===== src/rtl/div_clk_monitor_if.sv =====
// Signal bundle between a divided-clock source and its monitor.
// The master drives the divided clock and error clear; the slave reports lock and measurements.
interface div_clk_monitor_if #(
  parameter int CNT_W = 8
);
  logic             div_clk_in;
  logic             err_clr;
  logic             locked;
  logic             meas_valid;
  logic [CNT_W-1:0] period_meas;
  logic [CNT_W-1:0] high_meas;
  logic             err;
  logic [15:0]      err_cnt;

  modport master (
    output div_clk_in, err_clr,
    input  locked, meas_valid, period_meas, high_meas, err, err_cnt
  );

  modport slave (
    input  div_clk_in, err_clr,
    output locked, meas_valid, period_meas, high_meas, err, err_cnt
  );
endinterface


===== src/rtl/div_clk_monitor.sv =====
// Self-test for a ripple clock divider: measures period and high time of the divided clock
// in clk cycles, checks them against DIV/TOL, tracks lock and counts errors and timeouts.
module div_clk_monitor #(
  parameter int DIV      = 8,
  parameter int TOL      = 1,
  parameter int LOCK_CNT = 4,
  parameter int TIMEOUT  = 32,
  parameter int CNT_W    = 8
) (
  input logic              clk,
  input logic              rst,
  div_clk_monitor_if.slave mon
);

  localparam int GW = $clog2(LOCK_CNT + 1);
  localparam logic [CNT_W-1:0] CNT_MAX = '1;
  localparam logic [CNT_W-1:0] PER_MIN = CNT_W'(DIV - TOL);
  localparam logic [CNT_W-1:0] PER_MAX = CNT_W'(DIV + TOL);
  localparam logic [CNT_W-1:0] HI_MIN  = CNT_W'(DIV / 2 - TOL);
  localparam logic [CNT_W-1:0] HI_MAX  = CNT_W'(DIV / 2 + TOL);
  localparam logic [CNT_W-1:0] TO_LIM  = CNT_W'(TIMEOUT);
  localparam logic [GW-1:0]    GOOD_TARGET = GW'(LOCK_CNT);

  typedef enum logic [1:0] {IDLE, ACQ, LOCKED} state_t;

  state_t           state, state_nxt;
  logic [GW-1:0]    good_cnt, good_cnt_nxt;
  logic             s1, s2, s3;
  logic [CNT_W-1:0] per_cnt, hi_cnt;
  logic             rise, good, timeout;
  logic             meas_nxt, err_nxt;

  assign rise    = s2 & ~s3;
  assign good    = (per_cnt >= PER_MIN) && (per_cnt <= PER_MAX) &&
                   (hi_cnt >= HI_MIN) && (hi_cnt <= HI_MAX);
  assign timeout = (per_cnt >= TO_LIM);

  always_ff @(posedge clk) begin
    if (rst) begin
      state    <= IDLE;
      good_cnt <= '0;
    end else begin
      state    <= state_nxt;
      good_cnt <= good_cnt_nxt;
    end
  end

  // A rise always takes priority over a coincident timeout.
  always_comb begin
    state_nxt    = state;
    good_cnt_nxt = good_cnt;
    meas_nxt     = 1'b0;
    err_nxt      = 1'b0;
    unique case (state)
      IDLE: begin
        if (rise) begin
          state_nxt    = ACQ;
          good_cnt_nxt = '0;
        end
      end
      ACQ: begin
        if (rise) begin
          meas_nxt = 1'b1;
          if (good) begin
            good_cnt_nxt = good_cnt + GW'(1);
            if (good_cnt_nxt == GOOD_TARGET) state_nxt = LOCKED;
          end else begin
            err_nxt      = 1'b1;
            good_cnt_nxt = '0;
          end
        end else if (timeout) begin
          err_nxt      = 1'b1;
          good_cnt_nxt = '0;
          state_nxt    = IDLE;
        end
      end
      LOCKED: begin
        if (rise) begin
          meas_nxt = 1'b1;
          if (!good) begin
            err_nxt      = 1'b1;
            good_cnt_nxt = '0;
            state_nxt    = ACQ;
          end
        end else if (timeout) begin
          err_nxt      = 1'b1;
          good_cnt_nxt = '0;
          state_nxt    = IDLE;
        end
      end
      default: begin
        state_nxt    = IDLE;
        good_cnt_nxt = '0;
      end
    endcase
  end

  always_ff @(posedge clk) begin
    if (rst) begin
      s1              <= 1'b0;
      s2              <= 1'b0;
      s3              <= 1'b0;
      per_cnt         <= '0;
      hi_cnt          <= '0;
      mon.locked      <= 1'b0;
      mon.meas_valid  <= 1'b0;
      mon.period_meas <= '0;
      mon.high_meas   <= '0;
      mon.err         <= 1'b0;
      mon.err_cnt     <= '0;
    end else begin
      s1 <= mon.div_clk_in;
      s2 <= s1;
      s3 <= s2;

      if (rise) per_cnt <= CNT_W'(1);
      else if (per_cnt != CNT_MAX) per_cnt <= per_cnt + CNT_W'(1);

      if (rise) hi_cnt <= CNT_W'(1);
      else if (s2 && hi_cnt != CNT_MAX) hi_cnt <= hi_cnt + CNT_W'(1);

      mon.meas_valid <= meas_nxt;
      mon.err        <= err_nxt;
      mon.locked     <= (state_nxt == LOCKED);
      if (meas_nxt) begin
        mon.period_meas <= per_cnt;
        mon.high_meas   <= hi_cnt;
      end

      // A clear coinciding with a new error leaves that error counted.
      if (mon.err_clr) mon.err_cnt <= err_nxt ? 16'd1 : 16'd0;
      else if (err_nxt && mon.err_cnt != 16'hFFFF) mon.err_cnt <= mon.err_cnt + 16'd1;
    end
  end

endmodule


===== src/flat_wrapper.sv =====
// flat-port wrapper written by rule: the top's interface ports become plain ports
module div_clk_monitor_flat 
#(
  parameter int DIV      = 8,
  parameter int TOL      = 1,
  parameter int LOCK_CNT = 4,
  parameter int TIMEOUT  = 32,
  parameter int CNT_W    = 8
)
  (clk, rst, mon_div_clk_in, mon_err_clr, mon_locked, mon_meas_valid, mon_period_meas, mon_high_meas, mon_err, mon_err_cnt);
  div_clk_monitor_if #(.CNT_W(CNT_W)) mon_i ();
  input logic clk;
  input logic rst;
  input wire logic [$bits(mon_i.div_clk_in)-1:0] mon_div_clk_in;
  input wire logic [$bits(mon_i.err_clr)-1:0] mon_err_clr;
  output wire logic [$bits(mon_i.locked)-1:0] mon_locked;
  output wire logic [$bits(mon_i.meas_valid)-1:0] mon_meas_valid;
  output wire logic [$bits(mon_i.period_meas)-1:0] mon_period_meas;
  output wire logic [$bits(mon_i.high_meas)-1:0] mon_high_meas;
  output wire logic [$bits(mon_i.err)-1:0] mon_err;
  output wire logic [$bits(mon_i.err_cnt)-1:0] mon_err_cnt;
  assign mon_i.div_clk_in = mon_div_clk_in;
  assign mon_i.err_clr = mon_err_clr;
  assign mon_locked = mon_i.locked;
  assign mon_meas_valid = mon_i.meas_valid;
  assign mon_period_meas = mon_i.period_meas;
  assign mon_high_meas = mon_i.high_meas;
  assign mon_err = mon_i.err;
  assign mon_err_cnt = mon_i.err_cnt;
  div_clk_monitor #(.DIV(DIV), .TOL(TOL), .LOCK_CNT(LOCK_CNT), .TIMEOUT(TIMEOUT), .CNT_W(CNT_W)) u_core (.clk(clk), .rst(rst), .mon(mon_i));
endmodule

===== config.mk =====
export PLATFORM = sky130hd
export DESIGN_NAME = div_clk_monitor_flat
export DESIGN_NICKNAME = d
export VERILOG_FILES = /design/src/rtl/div_clk_monitor_if.sv /design/src/rtl/div_clk_monitor.sv /design/src/flat_wrapper.sv
export SDC_FILE = /design/constraint.sdc
export NUM_CORES = 1
export LEC_CHECK = 0
export ABC_AREA = 1
export ABC_CLOCK_PERIOD_IN_PS = 1900
export BUFFER_PORTS_ARGS = -buffer_cell sky130_fd_sc_hd__buf_2
export CORE_MARGIN = 8
export CORE_UTILIZATION = 52
export CTS_CLUSTER_SIZE = 20
export DETAILED_ROUTE_END_ITERATION = 8
export MAX_ROUTING_LAYER = met4
export PLACE_DENSITY = 0.81
export SLEW_MARGIN = 20
export SYNTH_ARGS = -nofsm -noshare
export SYNTH_HDL_FRONTEND = slang
export SYNTH_SLANG_ARGS = --single-unit

===== constraint.sdc =====
create_clock -name clk -period 1.9 [get_ports clk]
set_clock_uncertainty 0.05 [all_clocks]
set_input_delay 0.095 -clock clk [delete_from_list [all_inputs] [get_ports clk]]
set_output_delay 0.095 -clock clk [all_outputs]
set_load 0.02 [all_outputs]

# [After elaboration in Yosys (flattened, before gate mapping)]
# Index checks and enable logic that the tools add are counted.
[op_classes] addsub=4 magnitude_cmp=5 n_eq_ne=9 mux=28 n_bitwise=2 n_reduce_logical=12
[op_table] op="$mux W16" count=2
[op_table] op="$mux W3" count=6
[op_table] op="$add A16 B1 Y16 const B" count=1
[op_table] op="$add A8 B1 Y8 const B" count=2
[op_table] op="$ne A16 B16 Y1 const B" count=1
[op_table] op="$ne A8 B8 Y1 const B" count=2
[op_table] op="$mux W2" count=7
[op_table] op="$mux W1" count=11
[op_table] op="$pmux W3 S3" count=1
[op_table] op="$ge A8 B2 Y1 const B" count=1
[op_table] op="$ge A8 B3 Y1 const B" count=1
[op_table] op="$ge A8 B6 Y1 const B" count=1
[op_table] op="$le A8 B3 Y1 const B" count=1
[op_table] op="$le A8 B4 Y1 const B" count=1
[op_table] op="$pmux W2 S3" count=1
[op_table] op="$reduce_bool A2 Y1" count=3
[op_table] op="$logic_and A1 B1 Y1" count=5
[op_table] op="$eq A2 B2 Y1 const B" count=2
[op_table] op="$reduce_or A2 Y1" count=2
[op_table] op="$add A3 B1 Y3 const B" count=1
[op_table] op="$eq A3 B3 Y1 const B" count=1
[op_table] op="$ne A3 B3 Y1 const B" count=1
[op_table] op="$eq A2 B1 Y1 const B" count=1
[op_table] op="$logic_not A2 Y1" count=1
[op_table] op="other kinds (4)" count=4
[word_totals] ff_bits=59 inputBits=4 out_inout_bits=35 elab_cells=75

# [Depth between registers and ports, before layout]
[depth] ltp_word=10 depth_mapped=13 mapped_depth_nobuf=13

# [Worst setup path after synthesis]
# No wires, ideal clock.
[synth_timing] path_type="register to register" start="register u_core.state[0]" end="register u_core.mon.high_meas[3]" arrival_time_ps=1595 required_ps=1718 setup_slack_ps=123 stages_incl_launch_ff=8 period_less_slack_ps=1777 cell_sequence="dfxtp_1 > inv_1 > ha_1 > clkbuf_1 > nand2_1 > clkbuf_1 > nand2_1 > a21oi_1"
[synth_between] elab_chain_cells=3 elab_cells_between_ends=4 classes_between="2 x eq/ne; 1 x mux; 1 x reduce/logical"
[synth_lines] item="start, declared" line_no="div_clk_monitor.sv:26" text="state_t state, state_nxt;"
[synth_lines] item="start signal, assigned" line_no="div_clk_monitor.sv:43" text="state <= state_nxt;"
[synth_lines] item="$eq A2 B1 Y1 / $eq A2 B2 Y1 (equally long branches)" line_no="div_clk_monitor.sv:54" text="unique case (state)"
[synth_lines] item="$reduce_or A2 Y1 (no source line) (*)"
[synth_lines] item="$mux W1 (*)"
[synth_lines] item="end signal, assigned" line_no="div_clk_monitor.sv:127" text="mon.high_meas <= hi_cnt;"
[synth_lines] item="end, declared" line_no="div_clk_monitor_if.sv:22" text="output locked, meas_valid, period_meas, high_meas, err, err_cnt"
# Mark *: on every way between the ends. The rest lies on a longest branch, timed or not.
# A chain may end at the register's enable or synchronous reset.

# [Final worst setup path]
[layout_timing] start="register u_core.per_cnt[1]" end="register u_core.mon.err_cnt[15]"
[layout_between] elab_chain_cells=9 elab_cells_between_ends=12 classes_between="3 x order compare; 4 x mux; 5 x reduce/logical"
[layout_lines] item="start, declared" line_no="div_clk_monitor.sv:29" text="logic [CNT_W-1:0] per_cnt, hi_cnt;"
[layout_lines] item="start signal, assigned" line_no="div_clk_monitor.sv:117" text="else if (per_cnt != CNT_MAX) per_cnt <= per_cnt + CNT_W'(1);"
[layout_lines] item="$ge A8 B3 Y1 / $le A8 B4 Y1 (equally long branches)" line_no="div_clk_monitor.sv:34" text="assign good = (per_cnt >= PER_MIN) && (per_cnt <= PER_MAX) &&"
[layout_lines] item="$logic_and A1 B1 Y1 (2 in a row)" line_no="div_clk_monitor.sv:34"
[layout_lines] item="$logic_and A1 B1 Y1" line_no="div_clk_monitor.sv:35" text="(hi_cnt >= HI_MIN) && (hi_cnt <= HI_MAX);"
[layout_lines] item="$mux W1" line_no="div_clk_monitor.sv:64, div_clk_monitor.sv:80"
[layout_lines] item="$mux W1 (*)" line_no="div_clk_monitor.sv:62" text="if (rise) begin"
[layout_lines] item="$mux W1 (*)"
[layout_lines] item="$logic_and A1 B1 Y1 (*)" line_no="div_clk_monitor.sv:132" text="else if (err_nxt && mon.err_cnt != 16'hFFFF) mon.err_cnt <= mon.err_cnt + 16'd1;"
[layout_lines] item="$reduce_bool A2 Y1 (no source line) (*)"
[layout_lines] item="end signal, assigned" line_no="div_clk_monitor.sv:131" text="if (mon.err_clr) mon.err_cnt <= err_nxt ? 16'd1 : 16'd0;"
[layout_lines] item="end signal, assigned" line_no="div_clk_monitor.sv:132"
[layout_lines] item="end, declared" line_no="div_clk_monitor_if.sv:22"
# Marks and branches as above.

==> flow_summary.toml <==
[min_path]
hp-start = "mon_err_clr"
whs_endpoint = "u_core.mon.err_cnt[15]$_SDFFE_PP0P_"
min_path_cells = 4
hold_path_class = "primary input to flop"

[setup_path]
worstPathRequired_ns = 2.11
reg2regPathDepth = 11
r2r-start = "u_core.per_cnt[1]$_SDFFE_PP0P_"
cp_top_family = "simple AND/OR/NAND/NOR gates"
path_class = "flop to flop"
path_cells = "inv_1, ha_1, o21ai_0, nand2_1, nand2_2, o21bai_4, nand2_4, nand3_4, nand2_4, nand2_1, a21oi_1"
crit_path_top_delay_cell = "dfxtp_1"
rrSetupSlack_ns = 0.13
cp_max_fo = 12
cp-start-kind = "flop"
critPathArrivalTime_ns = 1.99
critPathMaxStageDelay_ns = 0.36
crit_buf_inv = 1
r2r-end = "u_core.mon.err_cnt[15]$_SDFFE_PP0P_"
crit_path_end_kind = "flop"

[sta]
period_share = 0.934
fin_crit_ns = 1.77
hold_viol = 0
setup_violations = 0
tns_ns = 0
tightest_slew_ns = 0.631
slew-limit-headroom = 0.579
rsz0062_at_grt = "true"
final_max_slew_viol_count = 0
fmaxAchievable_ghz = 0.563

[clocking]
cts-htree-levels = 3
cts_num_sinks = 59
root_buffer = "clkbuf_8"
cts_tree = "done"
clk_pin_slew_ns = 0.06
insertion_delay_ns = 0.34
clockBufferDepth = 2
cts_made_buffers = 9

[placed_design]
port_buffers = 38
dpl.hpwl_mm = 5.16
place_area_mm2 = 0.00336
gp_congestion = 0.906

[die]
die_h_um = 92.7
rows = 28
dieArea_mm2 = 0.00858
ioPinCount = 39
die_x_um = 92.7
start_util = 0.525
core_area_mm2 = 0.00582

[yosys]
synth_nets = 448
synth_ff_type = "dfxtp_1"
yosysWarnings = 0
synthCells = 431
synthArstFlopShare = 0
synth_area_mm2 = 0.00306
synth-edff-count = 0
ys_seq_area_frac = 0.387
synth_cell_types = 35
avgSynthCellArea_um2 = 7.09
ys_seq_elements = 59

[layout]
nFillCells = 558
area_growth_pct = 16.8
fin_area_mm2 = 0.00357
diodes = 0
layout.nets = 498
final_cell_mix = "nand2_1 (89), nor2_1 (56), dfxtp_1 (56)"
final_common_cell = "nand2_1"
layout-drive-gt1-share = 0.206

[power_and_ir_drop]
p_leak_nw = 1.58
ir_worst_vdd_v = 0.000387
seqPwrFrac = 0.530
combinationalPowerShare = 0.068
switching_power_w = 0.000621
swShare = 0.259
cell_internal_pwr_w = 0.00177
pwr-share-clk = 0.403
p_per_area_mw_per_mm2 = 671

[routing]
via_per_inst = 5.22
drc = 0
wl_per_cell_um = 12.9
ant_nets = 0
wl_mm = 7.22
drt_first_pass_iters = 5
met2WireLength_mm = 3.36
drt-met1-wl_mm = 3.36
via_count = 2929
drtIter0Drc = 194
highest_layer = "met4"
wl_met3_um = 376

[grt]
grt_overflow_total = 0
antenna_found_initial = 0
grt_pass1_vias = 2722
grt.total_usage = 0.181
grt_pass1_wl_mm = 12.3
grt_max_degree = 34

[outcome]
status = "finished, final reports clean"

[run]
maxCapViolCount = 0
==> stage by stage <==
step	hold WS (ns)	total power, W	setup slack [ns]	cells	util
2_1_floorplan	0.152	0.00141	0.123	431	-
6_report	0.133	0.00239	0.125	561	0.614
4_1_cts	0.112	0.00240	0.00367	559	0.607
3_3_place_gp	0.246	0.00144	0.110	542	0.578
3_5_place_dp	0.263	0.00145	0.0357	542	0.578
5_1_grt	0.126	0.00249	-0.00348	561	0.614
==> worst register-to-register path: stages, from the launching register on <==
cell and delay [ns]:
dfxtp_1 0.36, inv_1 0.10, ha_1 0.19, o21ai_0 0.15
nand2_1 0.08, nand2_2 0.10, o21bai_4 0.09, nand2_4 0.16
nand3_4 0.13, nand2_4 0.11, nand2_1 0.06, a21oi_1 0.11
==> how the worst max path moves through the flow <==
stage                                        start                                    to  slack [ns]  depth (start not counted)
floorplan               u_core.state[0]$_SDFF_PP0_  u_core.mon.high_meas[3]$_SDFFE_PP0P_        0.12                          7
global placement     u_core.hi_cnt[0]$_SDFFE_PP0P_   u_core.mon.err_cnt[15]$_SDFFE_PP0P_        0.11                         12
detailed placement  u_core.per_cnt[0]$_SDFFE_PP0P_   u_core.mon.err_cnt[15]$_SDFFE_PP0P_        0.04                         11
CTS                 u_core.per_cnt[0]$_SDFFE_PP0P_   u_core.mon.err_cnt[15]$_SDFFE_PP0P_       0.004                         11
global route         u_core.hi_cnt[0]$_SDFFE_PP0P_          u_core.mon.locked$_SDFF_PP0_      -0.003                         14
finish              u_core.per_cnt[1]$_SDFFE_PP0P_   u_core.mon.err_cnt[15]$_SDFFE_PP0P_        0.13                         11
==> power groups by stage <==
stage	registers (W)	logic, W	clock network [W]
6_report	0.00127	0.000162	0.000964
5_1_grt	0.00127	0.000181	0.00104
4_1_cts	0.00127	0.000158	0.000981
3_5_place_dp	0.00129	0.000155	0
3_3_place_gp	0.00129	0.000149	0
2_1_floorplan	0.00129	0.000112	0
==> cells by family after synthesis <==
kind of cell / count (synthesis) / synth area share
compound gates: 65 / 0.118
xor+xnor: 9 / 0.0258
fa+ha+maj: 13 / 0.0532
buf+inv: 70 / 0.0889
flops: 59 / 0.387
simple gates: 215 / 0.328
==> final cells by class <==
cell class                      count  area [um2]  area share
Sequential cell                    59        1190       0.333
Tap cell                           75        93.8      0.0263
Timing Repair Buffer               50         283      0.0792
Clock buffer                       11         131      0.0368
Inverter                           58         218      0.0610
Clock inverter                      5        30.0     0.00842
Multi-Input combinational cell    303        1630       0.455
==> state kept, by name, summed over array words and instances (netlist names), 2 cells and up <==
| name | count |
|---|---|
| u_core.good_cnt | 3 |
| u_core.hi_cnt | 8 |
| u_core.mon.err_cnt | 16 |
| u_core.mon.high_meas | 8 |
| u_core.mon.period_meas | 8 |
| u_core.per_cnt | 8 |
| u_core.state | 2 |
==> cell usage after synthesis (2+ instances only) <==
cell type / number / area [um2]
ha_1: 13 / 163
a21boi_0: 2 / 15.0
dfxtp_1: 59 / 1180
o21ai_1: 5 / 25.0
nand2_2: 5 / 31.3
a31oi_1: 3 / 18.8
o21ai_0: 11 / 55.1
xor2_1: 7 / 61.3
inv_1: 50 / 188
xnor2_1: 2 / 17.5
a211oi_1: 3 / 22.5
nand2_1: 90 / 338
nor3_1: 2 / 10.0
inv_2: 8 / 30.0
nand4_2: 2 / 25.0
nand2_4: 2 / 22.5
nand4_1: 10 / 62.6
nor2_1: 57 / 214
a21oi_1: 38 / 190
nor2_2: 3 / 18.8
nor2_4: 3 / 33.8
nand3_1: 34 / 170
clkbuf_1: 10 / 37.5
==> what timing repair did <==
| action | CTS | global route |
|---|---|---|
| resized for setup | 0 | 9 |
| setup buffers | 0 | 1 |
| hold endpoints to repair | 1 | 0 |
| setup endpoints to repair | 0 | 20 |
| hold buffers | 1 | 0 |
==> metal layers <==
layer,up-vias,GRT usage
met5,-,-
met1,1353,0.216
li1,1490,-
met2,76,0.283
met4,0,0.0832
met3,10,0.0453
Power figures use the tool's default switching activity.
